[config.mk]
export PLATFORM = sky130hd
export DESIGN_NAME = hex_scroll_ctrl
export DESIGN_NICKNAME = d
export VERILOG_FILES = /design/src/rtl/hex_scroll_ctrl.sv
export SDC_FILE = /design/constraint.sdc
export NUM_CORES = 1
export LEC_CHECK = 0
export CELL_PAD_IN_SITES_DETAIL_PLACEMENT = 1
export CELL_PAD_IN_SITES_GLOBAL_PLACEMENT = 1
export CORE_UTILIZATION = 35
export CTS_CLUSTER_DIAMETER = 200
export DETAILED_ROUTE_END_ITERATION = 8
export GPL_TIMING_DRIVEN = 0
export MAX_ROUTING_LAYER = met4
export PLACE_DENSITY = 0.64
export SLEW_MARGIN = 20
export SYNTH_ARGS = -nofsm -noshare
export SYNTH_HDL_FRONTEND = slang
export SYNTH_SLANG_ARGS = --single-unit
[constraint.sdc]
create_clock -name CLOCK_50 -period 3.8 [get_ports CLOCK_50]
set_input_delay 0.76 -clock CLOCK_50 [delete_from_list [all_inputs] [get_ports CLOCK_50]]
set_output_delay 0.76 -clock CLOCK_50 [all_outputs]
set_load 0.02 [all_outputs]
[src/rtl/hex_scroll_ctrl.sv]
// Rotation-select sequencer for the 4-digit "0dE1" 7-segment decoder.
// Auto-scrolls at a switch-selected rate or single-steps from a debounced pushbutton.
module hex_scroll_ctrl #(
  parameter int DIV_SLOW     = 50_000_000,
  parameter int DIV_FAST     = 12_500_000,
  parameter int DEBOUNCE_CYC = 1_000_000
) (
  input  logic       CLOCK_50,
  input  logic       RESET,
  input  logic       KEY_RUN,
  input  logic       KEY_STEP,
  input  logic       SW_DIR,
  input  logic       SW_FAST,
  output logic [1:0] SEL,
  output logic       SEL_UPD,
  output logic       RUNNING
);

  localparam int DIV_MAX = (DIV_SLOW > DIV_FAST) ? DIV_SLOW : DIV_FAST;
  localparam int CW      = $clog2(DIV_MAX + 1);
  localparam int DW      = $clog2(DEBOUNCE_CYC + 1);
  localparam logic [CW-1:0] SLOW_M1 = CW'(DIV_SLOW - 1);
  localparam logic [CW-1:0] FAST_M1 = CW'(DIV_FAST - 1);
  localparam logic [DW-1:0] DEB_M1  = DW'(DEBOUNCE_CYC - 1);

  typedef enum logic {STOP, RUN} state_t;

  state_t             state, state_nxt;
  logic [1:0]         key_meta, key_sync, key_deb, key_press;
  logic [1:0][DW-1:0] deb_cnt;
  logic [1:0]         sw_meta, sw_sync;
  logic               run_press, step_press, dir, fast;
  logic [CW-1:0]      cnt, div_m1;
  logic               tick, advance, cnt_clr, cnt_inc;

  // Bit 0 carries the run key, bit 1 the step key; a key's accepted level only
  // follows the synced input after DEBOUNCE_CYC consecutive differing samples.
  always_ff @(posedge CLOCK_50 or posedge RESET) begin
    if (RESET) begin
      key_meta  <= 2'b11;
      key_sync  <= 2'b11;
      key_deb   <= 2'b11;
      key_press <= 2'b00;
      deb_cnt   <= '0;
      sw_meta   <= 2'b00;
      sw_sync   <= 2'b00;
    end else begin
      key_meta <= {KEY_STEP, KEY_RUN};
      key_sync <= key_meta;
      sw_meta  <= {SW_FAST, SW_DIR};
      sw_sync  <= sw_meta;
      for (int i = 0; i < 2; i++) begin
        key_press[i] <= 1'b0;
        if (key_sync[i] == key_deb[i]) begin
          deb_cnt[i] <= '0;
        end else if (deb_cnt[i] == DEB_M1) begin
          deb_cnt[i]   <= '0;
          key_deb[i]   <= key_sync[i];
          key_press[i] <= ~key_sync[i];
        end else begin
          deb_cnt[i] <= deb_cnt[i] + DW'(1);
        end
      end
    end
  end

  assign run_press  = key_press[0];
  assign step_press = key_press[1];
  assign dir        = sw_sync[0];
  assign fast       = sw_sync[1];

  // Using >= lets a switch to the fast rate fire immediately when the count
  // is already beyond the shorter period.
  assign div_m1 = fast ? FAST_M1 : SLOW_M1;
  assign tick   = (cnt >= div_m1);

  always_ff @(posedge CLOCK_50 or posedge RESET) begin
    if (RESET) state <= STOP;
    else       state <= state_nxt;
  end

  always_comb begin
    state_nxt = state;
    case (state)
      STOP:    if (run_press) state_nxt = RUN;
      RUN:     if (run_press) state_nxt = STOP;
      default: state_nxt = STOP;
    endcase
  end

  // A run press always wins: it suppresses a coincident step or tick.
  always_comb begin
    advance = 1'b0;
    cnt_clr = 1'b0;
    cnt_inc = 1'b0;
    RUNNING = (state == RUN);
    case (state)
      STOP: begin
        if (run_press)       cnt_clr = 1'b1;
        else if (step_press) advance = 1'b1;
      end
      RUN: begin
        if (!run_press) begin
          if (tick) begin
            advance = 1'b1;
            cnt_clr = 1'b1;
          end else begin
            cnt_inc = 1'b1;
          end
        end
      end
      default: ;
    endcase
  end

  always_ff @(posedge CLOCK_50 or posedge RESET) begin
    if (RESET) begin
      cnt     <= '0;
      SEL     <= 2'd0;
      SEL_UPD <= 1'b0;
    end else begin
      SEL_UPD <= advance;
      if (advance) SEL <= dir ? SEL - 2'd1 : SEL + 2'd1;
      if (cnt_clr)      cnt <= '0;
      else if (cnt_inc) cnt <= cnt + CW'(1);
    end
  end

endmodule

==> results.ini <==
[worst_setup_path]
path_depth=9
arrival_ns=2.61
cpPeakStageDelay_ns=0.49
crit_path_start_kind=flip-flop
path_cells=inv_1 -> ha_1 -> nand2_1 -> nor3_1 -> o21ai_0 -> a211oi_2 -> mux2_2 -> buf_4 -> nor2_1
cp_max_fo=10
slowest_stage=dfrtp_1
r2r_cells=9
path_buf_inv=2
cp-end-kind=flip-flop
required_ns=4.03
crit_type=flip-flop to flip-flop
crit_family=compound AO/OA/AOI/OAI gates

[placed_design]
gp_congestion=0.777
numPortBuffers=9
dpl.hpwl_mm=5.76
dp_slack_ns=1.41

[finish]
final_nets=429
layout_common_cells=dfrtp_1 (76), nor2_1 (76), xnor2_1 (34)
area_delta_synth_final_pct=15.6
final_layout_size_suffix_gt1_frac=0.106
antenna_cells=0
fillers=1211

[sta]
clock_skew_ns=0.0121
relSlewSlack=0.634
setup_violations=0
fmax_ghz=0.420
finalMaxSlewViolations=0
fin_crit_sh=0.626
setup_tns_ns=0
worstMarginPinSlew_ns=0.545
final_hold_viol_count=0
rsz0062_at_grt=no
setup_ws_ns=1.42
period_minus_slack_ns=2.38

[drt]
via_per_inst=5.05
routed_wl_mm=8.19
vias=2811
drt_first_pass_iters=4
drt_iter0_markers=91
antenna_left=0
wl_per_cell_um=14.7
drc=0

[floorplanning]
die_y_um=109
dieArea_um2=11900
ios=10
start_util=0.365
coreArea_um2=11000
die_w_um=109
rows=38

[synth]
synth_top_area_frac=0.474
synth_seq_cells=82
yosys-top-cells-area=dfrtp_1 (47%), xnor2_1 (7.4%), nor2_1 (7.1%)
synth_area_um2=4010
synth_edf_count=0
yosysSeqAreaShare=0.513
syn_inst=391
syn_area_per_cell_um2=10.3
synth_warnings=0
synthArstFlopShare=1.00
syn_nets=408
synth_cell_types=44
ys.flop_type=dfrtp_1
synth_largest_area_cell=dfrtp_1

[power_and_ir_drop]
ir_drop_mv=0.225
powerDensity_nw_per_um2=413
total_power_w=0.00192
p_leak_nw=2.05

[cts]
clkTransAtPathRegs_ns=0.07
cts_made_buffers=9
cts_root_buf=clkbuf_16
htree_levels=3
cts_sinks=82
hold_buffers=0
clockBufferDepth=2
cts_setup_buffers=0
clock_latency_ns=0.35
tritoncts=done
cts_resized=0

[run_status]
status=completed

[global_route]
grt_pass1_vias=3042
grt_overflow=0
grt_max_degree=50
antenna_found_initial=0
grt.total_usage=0.167
grt_pass1_wl_mm=14.5

[min_path]
whs_path_depth=0
hold_class=flip-flop to flip-flop

[run]
maxCapViolCount=0

[power by group]
group	switching, W	leakage (nW)	total [W]	internal, W
Combinational	0.0000332	0.781	0.0000504	0.0000171
Clock	0.000387	0.162	0.000974	0.000587
Sequential	0.00000788	1.11	0.000892	0.000884
[routing by layer]
metal,global-route usage,up-vias,part of all wire
met1,0.202,1409,0.48
met3,0.0305,21,0.021
met4,0.0985,0,0.026
met2,0.258,21,0.48
li1,-,1360,-
met5,-,-,0
[logic make-up after synthesis]
kind of cell,synth area share
AND/OR/NAND/NOR,0.255
flip-flops,0.513
multiplexers,0.00842
AO/OA/AOI/OAI,0.0246
buffers and inverters,0.0209
XOR/XNOR,0.144
adder cells (fa/ha/maj),0.0343
[final timing paths]
| check | startpoint | to | slack, ns |
|---|---|---|---|
| worst max-delay path | sw_sync[1]$_DFF_PP0_ | cnt[11]$_DFFE_PP0P_ | 1.42 |
| worst min-delay path | sw_meta[1]$_DFF_PP0_ | sw_sync[1]$_DFF_PP0_ | 0.35 |
| worst max register to register | sw_sync[1]$_DFF_PP0_ | cnt[11]$_DFFE_PP0P_ | 1.42 |
| worst min register to register | sw_meta[1]$_DFF_PP0_ | sw_sync[1]$_DFF_PP0_ | 0.35 |
| max in group asynchronous | RESET | key_deb[0]$_DFFE_PP1P_ | 2.39 |
| min in group asynchronous | RESET | deb_cnt[2]$_DFF_PP0_ | 0.77 |
[synthesized netlist by cell type (3+ instances only)]
cell type  count
nor3_1        11
nand3_1       21
or3_1          3
and3_1        10
nand4_1       14
nand2_1       27
xnor2_1       34
and2_1         5
a21oi_1        5
ha_1          11
nor4_1         4
o21ai_0        5
inv_1         13
buf_4          3
nor2_1        76
mux2_2         3
nand2b_1       3
dfrtp_1       76
xor2_1        30
dfstp_2        6
[state kept, by name (all words and copies together) (netlist names)]
name	count
RUNNING	1
SEL	2
SEL_UPD	1
cnt	26
deb_cnt	40
key_deb	2
key_meta	2
key_press	2
key_sync	2
sw_meta	2
sw_sync	2
[through the flow]
step	cell area [µm²]	instances	hold slack (ns)	utilization
floorplan	4010	391	0.331	-
global placement	4280	540	0.338	0.389
detailed placement	4310	541	0.337	0.392
CTS	4640	557	0.346	0.422
global route	4640	557	0.348	0.422
finish	4640	557	0.347	0.422
[final cells by class]
cell class	count	area, µm²	area share
timing repair buffer	10	118	0.0254
inverter	13	51.3	0.0111
multi-input combinational	290	1870	0.403
buffer	6	35.0	0.00756
tap	140	175	0.0378
clock buffer	9	225	0.0486
sequential	82	2060	0.444
clock inverter	7	104	0.0224
Power figures use the tool's default switching activity.
